## config.mk

```make
export PLATFORM = sky130hd
export DESIGN_NAME = recirculation_ctrl
export DESIGN_NICKNAME = d
export VERILOG_FILES = /design/src/rtl/recirculation_ctrl.sv
export SDC_FILE = /design/constraint.sdc
export NUM_CORES = 1
export LEC_CHECK = 0
export CAP_MARGIN = 30
export CORE_MARGIN = 1.5
export CORE_UTILIZATION = 35
export DETAILED_ROUTE_END_ITERATION = 8
export SYNTH_ARGS = -nofsm -noshare
export SYNTH_HDL_FRONTEND = slang
export SYNTH_SLANG_ARGS = --single-unit
export TNS_END_PERCENT = 5
```

## constraint.sdc

```tcl
create_clock -name clk -period 2.14 [get_ports clk]
set_input_delay 0.428 -clock clk [delete_from_list [all_inputs] [get_ports clk]]
set_output_delay 0.428 -clock clk [all_outputs]
set_load 0.005 [all_outputs]
```

## src/rtl/recirculation_ctrl.sv

```systemverilog
// rtl/recirculation_ctrl.sv - recirculation select generator with stall watchdog
//
// Drives the select of the per-lane recirculation demuxes ahead of byte striping.
// Lanes recirculate until every lane is valid and the striping stage is ready,
// then they are released together. A watchdog flags lanes that stall too long.
//
// Optional feature macro: RECIRC_STATS_EN (adds stall_total / stats_clr).
//
// Ports:
//   clk           system clock, rising edge
//   reset_L       asynchronous active-low reset
//   valid_in      per-lane data-valid [LANES-1:0]
//   stripe_ready  striping stage accepts a beat this cycle
//   clear_err     pulse; clears the timeout (only acts in ERROR)
//   active        registered select: 1 forward, 0 recirculate
//   recirc_cnt    consecutive cycles spent in RECIRC [CNT_W-1:0]
//   timeout_err   sticky watchdog error
//   state_o       current state encoding (debug)
//   stall_total   (RECIRC_STATS_EN) saturating count of RECIRC/ERROR cycles
//   stats_clr     (RECIRC_STATS_EN) synchronous clear of stall_total

module recirculation_ctrl #(
    parameter int LANES      = 4,
    parameter int MAX_RECIRC = 15,
    parameter int CNT_W      = 4
) (
    input  logic             clk,
    input  logic             reset_L,
    input  logic [LANES-1:0] valid_in,
    input  logic             stripe_ready,
    input  logic             clear_err,
`ifdef RECIRC_STATS_EN
    input  logic             stats_clr,
    output logic [15:0]      stall_total,
`endif
    output logic             active,
    output logic [CNT_W-1:0] recirc_cnt,
    output logic             timeout_err,
    output logic [1:0]       state_o
);

    typedef enum logic [1:0] {
        IDLE   = 2'd0,
        RECIRC = 2'd1,
        ACTIVE = 2'd2,
        ERROR  = 2'd3
    } state_t;

    localparam logic [CNT_W-1:0] CNT_MAX  = CNT_W'(MAX_RECIRC);
    localparam logic [CNT_W-1:0] CNT_LAST = CNT_W'(MAX_RECIRC - 1);
    localparam logic [CNT_W-1:0] CNT_ONE  = CNT_W'(1);

    state_t state;

    logic all_v;
    logic any_v;
    logic release_ok;

    assign all_v      = &valid_in;
    assign any_v      = |valid_in;
    assign release_ok = all_v & stripe_ready;
    assign state_o    = state;

    // Entering RECIRC counts that first cycle, so recirc_cnt reads 1 during the
    // first recirculating cycle. The >= compare keeps the counter from running
    // past MAX_RECIRC even in the degenerate MAX_RECIRC=1 configuration.
    always_ff @(posedge clk or negedge reset_L) begin
        if (!reset_L) begin
            state       <= IDLE;
            active      <= 1'b0;
            recirc_cnt  <= '0;
            timeout_err <= 1'b0;
        end else begin
            case (state)
                IDLE: begin
                    if (release_ok) begin
                        state      <= ACTIVE;
                        active     <= 1'b1;
                        recirc_cnt <= '0;
                    end else if (any_v) begin
                        state      <= RECIRC;
                        active     <= 1'b0;
                        recirc_cnt <= CNT_ONE;
                    end else begin
                        active     <= 1'b0;
                        recirc_cnt <= '0;
                    end
                end
                RECIRC: begin
                    if (release_ok) begin
                        // release wins over a coincident timeout
                        state      <= ACTIVE;
                        active     <= 1'b1;
                        recirc_cnt <= '0;
                    end else if (recirc_cnt >= CNT_LAST) begin
                        state       <= ERROR;
                        active      <= 1'b0;
                        recirc_cnt  <= CNT_MAX;
                        timeout_err <= 1'b1;
                    end else if (!any_v) begin
                        state      <= IDLE;
                        active     <= 1'b0;
                        recirc_cnt <= '0;
                    end else begin
                        active     <= 1'b0;
                        recirc_cnt <= recirc_cnt + CNT_ONE;
                    end
                end
                ACTIVE: begin
                    if (release_ok) begin
                        active     <= 1'b1;
                        recirc_cnt <= '0;
                    end else if (!any_v) begin
                        state      <= IDLE;
                        active     <= 1'b0;
                        recirc_cnt <= '0;
                    end else begin
                        state      <= RECIRC;
                        active     <= 1'b0;
                        recirc_cnt <= CNT_ONE;
                    end
                end
                ERROR: begin
                    active <= 1'b0;
                    if (clear_err) begin
                        state       <= IDLE;
                        recirc_cnt  <= '0;
                        timeout_err <= 1'b0;
                    end
                end
                default: begin
                    state       <= IDLE;
                    active      <= 1'b0;
                    recirc_cnt  <= '0;
                    timeout_err <= 1'b0;
                end
            endcase
        end
    end

`ifdef RECIRC_STATS_EN
    // Counts cycles the lanes are held back (RECIRC or ERROR); a clear in the
    // same cycle as an increment wins.
    always_ff @(posedge clk or negedge reset_L) begin
        if (!reset_L) begin
            stall_total <= '0;
        end else if (stats_clr) begin
            stall_total <= '0;
        end else if ((state == RECIRC || state == ERROR) && stall_total != 16'hFFFF) begin
            stall_total <= stall_total + 16'd1;
        end
    end
`endif

endmodule

```

# Yosys cells after proc, flatten, opt, wreduce, memory -nomap -nowiden
# Index checks and enable logic that the tools add are counted.
[totals]
regBits = 8
inputBits = 8
output_inout_bits = 8
elab_cells = 46
[op_classes]
add_sub_neg = 1
n_lt_le_gt_ge = 1
eq_ne = 9
n_mux = 22
bitwise = 1
n_reduce_logical = 8
[ops]
columns = ["operator", "count"]
rows = [
  ["4-bit two-way mux", 4],
  ["2-bit two-way mux", 7],
  ["4-bit one-hot mux with 3 select lines", 1],
  ["4-bit AND reduction", 3],
  ["2-bit != test, second input constant", 4],
  ["2-bit one-hot mux with 4 select lines", 1],
  ["1-bit two-way mux", 7],
  ["4-bit by 1-bit adder with 4-bit output, second input constant", 1],
  ["2-bit == test, second input constant", 2],
  ["4-bit greater-or-equal comparator, second input constant", 1],
  ["4-bit != test, second input constant", 1],
  ["1-bit one-hot mux with 2 select lines", 2],
  ["4-bit OR reduction", 1],
  ["3-bit != test, second input constant", 1],
  ["3-bit OR reduction", 1],
  ["2-bit by 1-bit == test with 1-bit output, second input constant", 1],
  ["2-bit logical NOT", 1],
  ["2-bit nonzero test", 1],
  ["2-bit OR reduction", 1],
  ["1-bit bitwise AND", 1],
]

# Logic depth before layout (Yosys ltp)
[logic_depth]
ltp_word = 5
mapped_depth = 6
mapped_depth_nobuf = 6

# Worst setup path after synthesis
# Ideal clock, no wire load.
[synth_path]
kind = "input to register"
from = "input valid_in[1]"
to = "register recirc_cnt[2]"
t_arrival_ps = 1150
slack_ps = 865
stages = 4
cell_sequence = "nor4_4 nor4b_1 a32oi_1 nand2_1"
[synth_via]
elab_chain_cells = 5
[synth_lines]
columns = ["element", "line", "rtl"]
rows = [
  ["start: declaration", "29", "input logic [LANES-1:0] valid_in,"],
  ["4-bit OR reduction", "60", "assign any_v = |valid_in;"],
  ["4-bit two-way mux", "100", "end else if (!any_v) begin"],
  ["4-bit two-way mux", "95", "end else if (recirc_cnt >= CNT_LAST) begin"],
  ["4-bit two-way mux (*)", "90", "if (release_ok) begin"],
  ["4-bit one-hot mux with 3 select lines (*)", "74", "case (state)"],
  ["end signal: assignment", "106", "recirc_cnt <= recirc_cnt + CNT_ONE;"],
  ["end: declaration", "37", "output logic [CNT_W-1:0] recirc_cnt,"],
]
# Mark *: on every way between the ends. The rest lies on a longest branch, timed or not.
# A chain may end at the register's enable or synchronous reset.

# Worst setup path in the final report
[layout_path]
from = "register state[0], in the netlist state_o[0]"
to = "output state_o[0]"
[layout_lines]
columns = ["element", "line", "rtl"]
rows = [
  ["start: declaration", "53", "state_t state;"],
  ["start signal: assignment", "69", "state <= IDLE;"],
  ["start signal: assignment", "77", "state <= ACTIVE;"],
  ["start signal: assignment", "81", "state <= RECIRC;"],
  ["end: declaration", "39", "output logic [1:0] state_o"],
]
# No word-level cell between the ends.

==> results.sh <==
export IMPL_synthCells=57
export IMPL_hold_path_class="input pin to async pin"
export IMPL_flow_area_growth_from_synthesis_pct=38.2
export IMPL_num_vias=481
export IMPL_crit_required_ns=1.71
export IMPL_antenna_found_initial=0
export IMPL_reg2regPathDepth=6
export IMPL_final_period_minus_worst_setup_slack_ns=1.90
export IMPL_place_hpwl_um=828
export IMPL_detailedRoute_firstPassIterationCount=4
export IMPL_drive_gt1_frac=0.0685
export IMPL_yosys_warnings=0
export IMPL_number_of_global_route_vias_before_repair=394
export IMPL_status="completed"
export IMPL_dieArea_um2=1630
export IMPL_clock_tree_buffer_depth=2
export IMPL_worst_setup_hold_path_clk_slew_ns=0.06
export IMPL_syn_cell_area_um2=488
export IMPL_reg2reg_from="recirc_cnt[0]$_DFFE_PN0N_"
export IMPL_ff2ff_setup_slack_ns=0.71
export IMPL_final_nets=85
export IMPL_worst_path_buf_inv=1
export IMPL_core_rowCount=13
export IMPL_timing_rr_end="recirc_cnt[2]$_DFFE_PN0N_"
export IMPL_worst_slew_pin_slew_ns=0.455
export IMPL_cts_inserted_buffers=3
export IMPL_cp_arrival_ns=1.47
export IMPL_drv_slew=0
export IMPL_remaining_overflow_grt=0
export IMPL_cap_viol_max_count=0
export IMPL_grt_pass1_wl_mm=1.84
export IMPL_post_cts_resized_instances=0
export IMPL_fin_worst_skew_ns=0.0107
export IMPL_ranking_of_synthesized_cells_by_area="dfrtp_1, nand2_1, a21oi_1"
export IMPL_stdcell_count=88
export IMPL_initialDrtViolationCount=18
export IMPL_numClockSinks=8
export IMPL_timing_critical_path_cells="clkdlybuf4s50_1"
export IMPL_post_detailed_route_count_of_antenna_violating_nets=0
export IMPL_portBuffers=15
export IMPL_clock_latency_ns=0.26
export IMPL_worstSetupPathType="flop to output port"
export IMPL_worst_path_max_delay_cell="dfrtp_1"
export IMPL_synth_seq_cells=8
export IMPL_hold_viol_final=0
export IMPL_floorplan_initialDensity=0.375
export IMPL_cts_post_setup_buffers_inserted=0
export IMPL_synth_cell_types=23
export IMPL_routed_wirelength_mm=1.16
export IMPL_die_width_um=40.3
export IMPL_critPathCaptureType="output port"
export IMPL_die_height_um=40.3
export IMPL_power_leakage_nw=0.298
export IMPL_n_antenna_cell=0
export IMPL_clock_root_buffer_master="clkbuf_4"
export IMPL_fin_crit_sh=0.887
export IMPL_timing_critical_path_slowest_cell_delay_ns=0.62
export IMPL_syn_area_per_cell_um2=8.56
export IMPL_synth_top_area_share=0.410
export IMPL_coreArea_um2=1300
export IMPL_dpl_cell_count=85
export IMPL_ys_flop_type="dfrtp_1"
export IMPL_drc=0
export IMPL_grt_setup_unrepaired="false"
export IMPL_cts_tree="built"
export IMPL_place_congestion=0.812
export IMPL_wl_per_cell_um=13.1
export IMPL_post_synth_top_area_cell="dfrtp_1"
export IMPL_synth_nets=67
export IMPL_max_freq_mhz=527
export IMPL_cts_hold_buf=0
export IMPL_worstSetupStartpointType="flop"
export IMPL_crit_family="flip-flops"
export IMPL_grt_max_degree=17
export IMPL_grt_use_total=0.179
export IMPL_yosysSeqAreaShare=0.410
export IMPL_report_final_setup_viol=0
export IMPL_fin_setup_tns_ns=0
export IMPL_maxSlewHeadroom=0.697
export IMPL_peakVddDrop_v=0.000446
export IMPL_vias_per_cell=5.47
export IMPL_critical_path_peak_fanout=16
export IMPL_synth_enable_flop_cells=0
export IMPL_io_pins=16
export IMPL_ys_async_sr_fraction=1.00
export IMPL_htreeDepth=1
export IMPL_power_per_cell_area_nw_per_um2=1070
==> through the flow <==
step                instance area (µm²)  total power [mW]  hold slack [ns]  utilization  setup slack, ns
floorplan                           488             0.438            0.132            -            0.865
global placement                    652             0.604            0.542        0.501            0.184
detailed placement                  652             0.602            0.551        0.501            0.178
CTS                                 674             0.725            0.459        0.518            0.245
global route                        674             0.791            0.473        0.518            0.149
finish                              674             0.719            0.465        0.518            0.241
==> sequential cells by signal (all words and copies together), names as in the netlist <==
register,cells
active,1
state_o,2
recirc_cnt,4
timeout_err,1
==> placed cells by master, fill, tap and decap left out, types with 2 or more instances in the layout <==
master           count
o21ai_0              5
nor3_1               2
clkdlybuf4s50_1     15
nand3_1              5
a32oi_1              2
a21oi_1              5
dfrtp_1              8
clkbuf_4             3
nand2_1              8
ha_1                 2
nor2_1               5
==> worst max-delay path by stage <==
stage / start / end / depth (start not counted)
after floorplan: valid_in[1] / recirc_cnt[2]$_DFFE_PN0N_ / 4
after global routing: state_o[0]$_DFFE_PN0P_ / state_o[0] / 1
after global placement: valid_in[2] / recirc_cnt[3]$_DFFE_PN0N_ / 5
after detailed placement: valid_in[2] / recirc_cnt[3]$_DFFE_PN0N_ / 5
final: state_o[0]$_DFFE_PN0P_ / state_o[0] / 1
after CTS: state_o[0]$_DFFE_PN0P_ / state_o[0] / 1
==> Yosys cell counts (2+ instances only) <==
library cell,instances
dfrtp_1,8
nand2_1,8
a21oi_1,5
nand3_1,5
nor2_1,5
o21ai_0,5
a32oi_1,2
clkbuf_1,2
ha_1,2
nor3_1,2
==> per-layer routing <==
metal  vias up  global-route usage  wire length (µm)
met4         0              0.0750                11
met2        14               0.234               484
met3         4              0.0667                70
met1       217               0.256               588
met5         -                   0                 0
li1        246                   -                 -
==> final cells by class <==
| cell class | count | area [µm²] |
|---|---|---|
| well taps | 15 | 18.8 |
| clock buffers | 3 | 22.5 |
| fillers | 151 | 627 |
| inverters | 1 | 3.75 |
| multi-input cells | 45 | 272 |
| flip-flops and latches | 8 | 200 |
| repair buffers | 16 | 158 |
==> power breakdown <==
part / internal, mW / leakage, nW / switching [mW]
Sequential: 0.202 / 0.102 / 0.0873
Combinational: 0.182 / 0.182 / 0.130
Clock: 0.0643 / 0.0138 / 0.0537
==> cell families after synthesis <==
| family | count (synthesis) | synth area share |
|---|---|---|
| compound gates | 19 | 0.246 |
| fa+ha+maj | 2 | 0.0513 |
| flops | 8 | 0.410 |
| simple gates | 24 | 0.259 |
| buf+inv | 4 | 0.0333 |
(Power assumes the default switching activity.)
